[config.mk]
export PLATFORM = sky130hd
export DESIGN_NAME = regfile_wb_arbiter
export DESIGN_NICKNAME = d
export VERILOG_FILES = /design/src/rtl/regfile_wb_arbiter_pkg.sv /design/src/rtl/rf_wb_buffer.sv /design/src/rtl/regfile_wb_arbiter.sv
export SDC_FILE = /design/constraint.sdc
export NUM_CORES = 1
export LEC_CHECK = 0
export ABC_AREA = 0
export BUFFER_PORTS_ARGS = -buffer_cell sky130_fd_sc_hd__buf_2
export CELL_PAD_IN_SITES_DETAIL_PLACEMENT = 0
export CELL_PAD_IN_SITES_GLOBAL_PLACEMENT = 1
export CORE_MARGIN = 4
export CORE_UTILIZATION = 25
export CTS_CLUSTER_SIZE = 40
export DETAILED_ROUTE_END_ITERATION = 12
export GPL_TIMING_DRIVEN = 0
export PLACE_DENSITY_LB_ADDON = 0.05
export SYNTH_ARGS = -nofsm -noshare
export SYNTH_HDL_FRONTEND = slang
export SYNTH_HIERARCHICAL = 1
export SYNTH_SLANG_ARGS = --single-unit
export TNS_END_PERCENT = 20
[constraint.sdc]
create_clock -name clk -period 3.7 [get_ports clk]
set_input_delay 0.37 -clock clk [delete_from_list [all_inputs] [get_ports clk]]
set_output_delay 0.37 -clock clk [all_outputs]
set_load 0.01 [all_outputs]
[src/rtl/regfile_wb_arbiter_pkg.sv]
// Shared definitions for the Regfile write-back arbiter slice: bus macros,
// default parameters, the write-port source selector and an address helper.

`ifndef REGFILE_WB_ARBITER_DEFINES
`define REGFILE_WB_ARBITER_DEFINES
`define RegAddrBus   4:0
`define RegBus       31:0
`define ZeroWord     32'h0000_0000
`define NOPRegAddr   5'b00000
`define WriteEnable  1'b1
`define WriteDisable 1'b0
`endif

package regfile_wb_arbiter_pkg;

    // Default wait budget before a starving buffered write asks for a stall
    localparam int MAX_WAIT_DEF = 4;
    localparam int WAIT_W_DEF   = 4;

    // Which source currently owns the single Regfile write port
    typedef enum logic [1:0] {
        SEL_NONE = 2'd0,
        SEL_P    = 2'd1,
        SEL_BUF  = 2'd2,
        SEL_B    = 2'd3
    } wrSel_e;

    // r0 is hardwired, so a write to it never counts as a real write
    function automatic logic isLiveAddr(input logic [`RegAddrBus] addr);
        return addr != `NOPRegAddr;
    endfunction

endpackage

[src/rtl/rf_wb_buffer.sv]
// One-entry holding buffer for a long-latency result that lost the write
// port to the pipeline, plus the ID-stage lookup used for forwarding.

module rf_wb_buffer
    import regfile_wb_arbiter_pkg::*;
(
    input  logic              clk,
    input  logic              rst,
    input  logic              capture_i,
    input  logic              clear_i,
    input  logic [`RegAddrBus] capAddr_i,
    input  logic [`RegBus]     capData_i,
    output logic              valid_o,
    output logic [`RegAddrBus] waddr_o,
    output logic [`RegBus]     wdata_o,
    input  logic [`RegAddrBus] qAddr1_i,
    input  logic [`RegAddrBus] qAddr2_i,
    output logic              qHit1_o,
    output logic [`RegBus]     qData1_o,
    output logic              qHit2_o,
    output logic [`RegBus]     qData2_o
);

    logic              valid_q;
    logic [`RegAddrBus] addr_q;
    logic [`RegBus]     data_q;

    // Hold the entry until it is drained or squashed; a reset discards it unwritten
    always_ff @(posedge clk) begin
        if (rst) begin
            valid_q <= 1'b0;
            addr_q  <= `NOPRegAddr;
            data_q  <= `ZeroWord;
        end else if (clear_i) begin
            valid_q <= 1'b0;
        end else if (capture_i) begin
            valid_q <= 1'b1;
            addr_q  <= capAddr_i;
            data_q  <= capData_i;
        end
    end

    // Forwarding lookup; stays visible in the drain cycle so ID never sees a gap
    always_comb begin
        qHit1_o  = 1'b0;
        qHit2_o  = 1'b0;
        qData1_o = `ZeroWord;
        qData2_o = `ZeroWord;
        if (!rst && valid_q) begin
            qHit1_o = isLiveAddr(qAddr1_i) && (qAddr1_i == addr_q);
            qHit2_o = isLiveAddr(qAddr2_i) && (qAddr2_i == addr_q);
        end
        if (qHit1_o) qData1_o = data_q;
        if (qHit2_o) qData2_o = data_q;
    end

    assign valid_o = valid_q;
    assign waddr_o = addr_q;
    assign wdata_o = data_q;

endmodule

[src/rtl/regfile_wb_arbiter.sv]
// Shares the Regfile write port between the pipeline WB stage (always wins)
// and an out-of-band long-latency unit whose results wait in a 1-entry buffer.
// A wait counter raises a registered stall request if that buffer starves.

module regfile_wb_arbiter
    import regfile_wb_arbiter_pkg::*;
#(
    parameter int MAX_WAIT = MAX_WAIT_DEF,
    parameter int WAIT_W   = WAIT_W_DEF
) (
    input  logic              clk,
    input  logic              rst,
    input  logic              p_we,
    input  logic [`RegAddrBus] p_waddr,
    input  logic [`RegBus]     p_wdata,
    input  logic              b_valid,
    output logic              b_ready,
    input  logic [`RegAddrBus] b_waddr,
    input  logic [`RegBus]     b_wdata,
    output logic              we_o,
    output logic [`RegAddrBus] waddr_o,
    output logic [`RegBus]     wdata_o,
    input  logic [`RegAddrBus] q_addr1,
    output logic              q_hit1,
    output logic [`RegBus]     q_data1,
    input  logic [`RegAddrBus] q_addr2,
    output logic              q_hit2,
    output logic [`RegBus]     q_data2,
    output logic              stall_req_o,
    output logic              squash_o
);

    localparam logic [WAIT_W-1:0] WAIT_LIMIT = WAIT_W'(MAX_WAIT);

    logic              pBusy;
    logic              bAccept;
    logic              bLive;
    logic              bCapture;
    logic              bWaw;
    logic              bufValid;
    logic [`RegAddrBus] bufAddr;
    logic [`RegBus]     bufData;
    logic              bufDrain;
    logic              bufSquash;
    wrSel_e            wrSel;

    logic [WAIT_W-1:0] waitCnt_q, waitCnt_d;
    logic              stallReq_q, stallReq_d;

    assign pBusy   = p_we && isLiveAddr(p_waddr);
    assign bLive   = isLiveAddr(b_waddr);
    assign b_ready = !rst && !bufValid;
    assign bAccept = b_valid && b_ready;

    // B only needs holding when P owns the port and targets a different register;
    // on a matching address the older B result is dead and gets dropped
    assign bCapture  = bAccept && bLive && pBusy && (p_waddr != b_waddr);
    assign bWaw      = bAccept && bLive && pBusy && (p_waddr == b_waddr);
    assign bufDrain  = bufValid && !pBusy;
    assign bufSquash = bufValid && pBusy && (p_waddr == bufAddr);

    rf_wb_buffer u_buffer (
        .clk       (clk),
        .rst       (rst),
        .capture_i (bCapture),
        .clear_i   (bufDrain || bufSquash),
        .capAddr_i (b_waddr),
        .capData_i (b_wdata),
        .valid_o   (bufValid),
        .waddr_o   (bufAddr),
        .wdata_o   (bufData),
        .qAddr1_i  (q_addr1),
        .qAddr2_i  (q_addr2),
        .qHit1_o   (q_hit1),
        .qData1_o  (q_data1),
        .qHit2_o   (q_hit2),
        .qData2_o  (q_data2)
    );

    // Priority select for the write port: pipeline, then buffer, then flow-through B
    always_comb begin
        wrSel = SEL_NONE;
        if (pBusy)                 wrSel = SEL_P;
        else if (bufValid)         wrSel = SEL_BUF;
        else if (b_valid && bLive) wrSel = SEL_B;
    end

    // Drive the Regfile port from the selected source; nothing is written in reset
    always_comb begin
        we_o    = `WriteDisable;
        waddr_o = `NOPRegAddr;
        wdata_o = `ZeroWord;
        if (!rst) begin
            unique case (wrSel)
                SEL_P: begin
                    we_o    = `WriteEnable;
                    waddr_o = p_waddr;
                    wdata_o = p_wdata;
                end
                SEL_BUF: begin
                    we_o    = `WriteEnable;
                    waddr_o = bufAddr;
                    wdata_o = bufData;
                end
                SEL_B: begin
                    we_o    = `WriteEnable;
                    waddr_o = b_waddr;
                    wdata_o = b_wdata;
                end
                default: begin
                    we_o    = `WriteDisable;
                end
            endcase
        end
    end

    assign squash_o = !rst && (bWaw || bufSquash);

    // Count how long a buffered write has been starved, and request a stall once
    // it has waited its budget; both release as soon as the entry leaves
    always_comb begin
        waitCnt_d  = waitCnt_q;
        stallReq_d = stallReq_q;
        if (bufDrain || bufSquash) begin
            waitCnt_d  = '0;
            stallReq_d = 1'b0;
        end else if (bufValid) begin
            if (waitCnt_q != WAIT_LIMIT) waitCnt_d = waitCnt_q + WAIT_W'(1);
            if (waitCnt_d == WAIT_LIMIT) stallReq_d = 1'b1;
        end
    end

    // Wait counter and stall request registers
    always_ff @(posedge clk) begin
        if (rst) begin
            waitCnt_q  <= '0;
            stallReq_q <= 1'b0;
        end else begin
            waitCnt_q  <= waitCnt_d;
            stallReq_q <= stallReq_d;
        end
    end

    assign stall_req_o = stallReq_q;

endmodule
==> results.py <==
metrics = {
    "grt": {
        "initial_antenna_violation_count": 1,
        "grt_overflow_total": 0,
        "grt_max_degree": 13,
        "global_route_wire_length_before_repair_um": 23500,
        "grtUsageTotal_pct": 18.3,
        "vias_in_the_first_global_route": 4326,
    },
    "layout": {
        "filler_cell_count": 1586,
        "final_core_util_pct": 35.4,
        "layout-drive-gt1-share_pct": 38.2,
        "nets_finish": 762,
        "layout.area.seq_um2": 861,
        "layout-area-overhead-vs-synth_pct": 37.9,
        "final_cell_area_um2": 4950,
        "multiInputGateArea_um2": 2420,
    },
    "yosys": {
        "largest_family_of_logic_cells_by_synthesized_area": "simple AND/OR/NAND/NOR gates",
        "synthXorXnorAreaFrac_pct": 5.12,
        "netlist-cell-type-count": 37,
        "muxShareOfSynthArea_pct": 0.279,
        "synth_sequential_area_ratio_pct": 24.0,
        "synth-warning-count": 6,
        "synth-edff-count": 0,
        "synth_area_per_cell_um2": 7.62,
        "synth-adder-area-share_pct": 0.697,
        "synth_cells": 471,
        "summed_instance_area_of_the_synthesized_netlist_um2": 3590,
        "syn_nets": 561,
        "synth_ff_type": "sky130_fd_sc_hd__dfxtp_1",
        "compound_gate_portion_of_the_synthesized_area_pct": 26.9,
        "synth.ff_latch_count": 43,
        "synthArstFlopShare_pct": 0,
        "simple_gate_area_share_of_the_yosys_netlist_pct": 34.3,
    },
    "clocking": {
        "cts-root-to-sink-buffers": 2,
        "cts-buffers-inserted": 5,
        "ctsRootBufferMaster": "sky130_fd_sc_hd__clkbuf_16",
        "worst_setup_hold_path_clk_slew_ps": 60,
        "tritoncts_num_sinks": 43,
        "cts_tree": "built",
        "cts_hold_repair.buffers": 0,
        "insertion_delay_ps": 290,
        "postCtsResizedCells": 0,
        "ctsHtreeMaxLevel": 2,
        "postCtsSetupBuffers": 0,
    },
    "critical_path": {
        "critical_path.top_delay_family": "buffers and inverters",
        "critPathMostFrequentCell": "sky130_fd_sc_hd__nand2_1",
        "crit_path_max_incr_delay_ps": 530,
        "path_type_of_the_worst_setup_path": "in -> reg",
        "critical_path.startpoint_type": "input port",
        "crit_arrival_ps": 3290,
        "timing.critical_path.fanout_max": 10,
        "timing.critical_path.buf_inv": 5,
        "crit_required_ps": 3920,
        "worst_path_max_delay_cell": "sky130_fd_sc_hd__or4_1",
        "path_cells": "buf_2 > or4_1 > o21ai_2 > buf_4 > buf_4 > nand2_1 > nand2_1 > nand2b_1 > clkbuf_1 > buf_1 > nand2_1 > a21oi_1",
        "end_kind": "flop",
    },
    "timing": {
        "slew_headroom_pct": 59.9,
        "timing.final.crit_period_ps": 3070,
        "max_frequency_mhz": 326,
        "final_max_tran_viols": 0,
        "hold_viol": 0,
        "rsz0062_at_grt": "false",
        "final_min_period_over_clock_period_pct": 83.0,
        "finClkSkew_ps": 6.24,
        "timing.setup.tns_ps": 0,
        "hold_ws_ps": 328,
        "worstMarginPinSlew_ps": 602,
        "setup_viol_count_final": 0,
    },
    "outcome": {
        "run_status": "finished, final reports clean",
    },
    "die": {
        "floorplan.die_area_um2": 16300,
        "floorplan.rows": 43,
        "die_width_um": 128,
        "fp.coreArea_um2": 14000,
        "die_y_um": 128,
        "initial_utilization_pct": 25.7,
        "ioPinCount": 195,
    },
    "drt": {
        "drt-initial-drc-count": 275,
        "vias_per_cell": 5.10,
        "detail_route.first_pass.iterations": 5,
        "wl_um": 15700,
        "vias": 4363,
        "avgRoutedWirePerCell_um": 18.4,
        "postRouteAntennaNets": 0,
        "drc": 0,
    },
    "placement": {
        "place_area_um2": 4790,
        "gp_congestion": 0.807,
        "place.port_buffers": 194,
        "post-dp-hpwl_um": 12300,
    },
    "power": {
        "leakagePower_nw": 2.04,
        "overall_power_consumption_mw": 1.37,
        "peakVddDrop_uv": 155,
        "power.density_nw_per_um2": 278,
    },
    "min_path": {
        "hold_class": "in -> reg",
    },
    "run": {
        "cap_viol_max_count": 0,
    },
}
## through the flow
stage,setup slack [ps],instances
after floorplan,1200,471
after global placement,325,845
after detailed placement,279,845
after CTS,576,853
after global routing,349,853
final,629,856
## placed cells by master, fill, tap and decap left out, types with 2 or more instances in the layout
cell type                   synthesis  final
sky130_fd_sc_hd__buf_1              7      7
sky130_fd_sc_hd__nor4b_1           64     64
sky130_fd_sc_hd__or3_1              2      2
sky130_fd_sc_hd__clkbuf_16          0      5
sky130_fd_sc_hd__clkbuf_8           0      2
sky130_fd_sc_hd__or4_1              3      3
sky130_fd_sc_hd__xor2_1             8      8
sky130_fd_sc_hd__and3_1             6      6
sky130_fd_sc_hd__nand2_1           84     84
sky130_fd_sc_hd__nor2b_1            2      2
sky130_fd_sc_hd__buf_6              9      9
sky130_fd_sc_hd__a21oi_1           43     43
sky130_fd_sc_hd__nand4_1            4      4
sky130_fd_sc_hd__o21ai_0            6      6
sky130_fd_sc_hd__a22oi_1           34     34
sky130_fd_sc_hd__nand2b_1           2      2
sky130_fd_sc_hd__inv_1              6      6
sky130_fd_sc_hd__nor2_1            43     43
sky130_fd_sc_hd__a211oi_2          30     30
sky130_fd_sc_hd__xnor2_1           13     13
sky130_fd_sc_hd__buf_4              4      4
sky130_fd_sc_hd__buf_2             10    204
sky130_fd_sc_hd__clkbuf_1          22     23
sky130_fd_sc_hd__ha_1               2      2
sky130_fd_sc_hd__nor3_1             7      7
sky130_fd_sc_hd__a211oi_1           5      5
sky130_fd_sc_hd__dfxtp_1           43     43
sky130_fd_sc_hd__diode_2            0      3
## kinds of logic (layout without fill, tap and decap cells)
family / Yosys count / in the layout
simple gates: 222 / 222
compound gates: 124 / 124
buf+inv: 58 / 260
flops: 43 / 43
xor+xnor: 21 / 21
fa+ha+maj: 2 / 2
mux: 1 / 1
other cells: 0 / 3
## final timing paths
kind	startpoint	endpoint	slack, ps	depth (start not counted)
hold / removal	b_wdata[18]	u_buffer/wdata_o[18]	330	3
setup reg to reg	u_buffer/valid_o	u_buffer/wdata_o[17]	760	9
setup / recovery	p_waddr[1]	u_buffer/wdata_o[17]	630	12
hold reg to reg	stall_req_o	stall_req_o	450	2
## power by group
part,internal (mW),leakage [nW],switching [mW]
Combinational,0.156,1.61,0.247
Clock,0.288,0.0772,0.188
Sequential,0.478,0.349,0.0173
Total,0.922,2.04,0.452
## sequential cells by signal, summed over array words and instances (netlist names)
name	flops
stall_req_o	1
u_buffer/valid_o	1
u_buffer/waddr_o	5
u_buffer/wdata_o	32
waitCnt_q	4
## Yosys cell counts (2+ instances only)
library cell               number  area [um^2]
sky130_fd_sc_hd__nand2_1       84          315
sky130_fd_sc_hd__nor4b_1       64          561
sky130_fd_sc_hd__a21oi_1       43          215
sky130_fd_sc_hd__dfxtp_1       43          861
sky130_fd_sc_hd__nor2_1        43          161
sky130_fd_sc_hd__a22oi_1       34          255
sky130_fd_sc_hd__a211oi_2      30          375
sky130_fd_sc_hd__clkbuf_1      22         82.6
sky130_fd_sc_hd__xnor2_1       13          114
sky130_fd_sc_hd__buf_2         10         50.1
sky130_fd_sc_hd__buf_6          9          101
sky130_fd_sc_hd__xor2_1         8         70.1
sky130_fd_sc_hd__buf_1          7         26.3
sky130_fd_sc_hd__nor3_1         7         35.0
sky130_fd_sc_hd__and3_1         6         37.5
sky130_fd_sc_hd__inv_1          6         22.5
sky130_fd_sc_hd__o21ai_0        6         30.0
sky130_fd_sc_hd__a211oi_1       5         37.5
sky130_fd_sc_hd__buf_4          4         30.0
sky130_fd_sc_hd__nand4_1        4         25.0
sky130_fd_sc_hd__or4_1          3         22.5
sky130_fd_sc_hd__ha_1           2         25.0
sky130_fd_sc_hd__nand2b_1       2         12.5
sky130_fd_sc_hd__nor2b_1        2         12.5
sky130_fd_sc_hd__or3_1          2         12.5
## layout make-up
class / instances / share of cell area [%]
Clock buffer: 8 / 3.16
Multi-Input combinational cell: 370 / 48.8
Sequential cell: 43 / 17.4
Antenna cell: 3 / 0.152
Timing Repair Buffer: 194 / 19.6
Buffer: 52 / 5.86
Inverter: 6 / 0.455
Tap cell: 180 / 4.55
## routing by layer
metal  global-route usage [%]  up-vias  part of all wire (%)
li1                         -     2137                     -
met1                     24.1     2036                    45
met2                     29.5      173                    46
met3                     5.17       15                   7.9
met4                     4.49        2                   1.2
met5                        0        -                 0.044
## worst min-delay path, delay by kind of cell
family,cells,cell delay (ps)
buffers and inverters,1,110
and+or+nand+nor,1,50
AOI/OAI and AO/OA,1,50
Power figures use the tool's default switching activity.
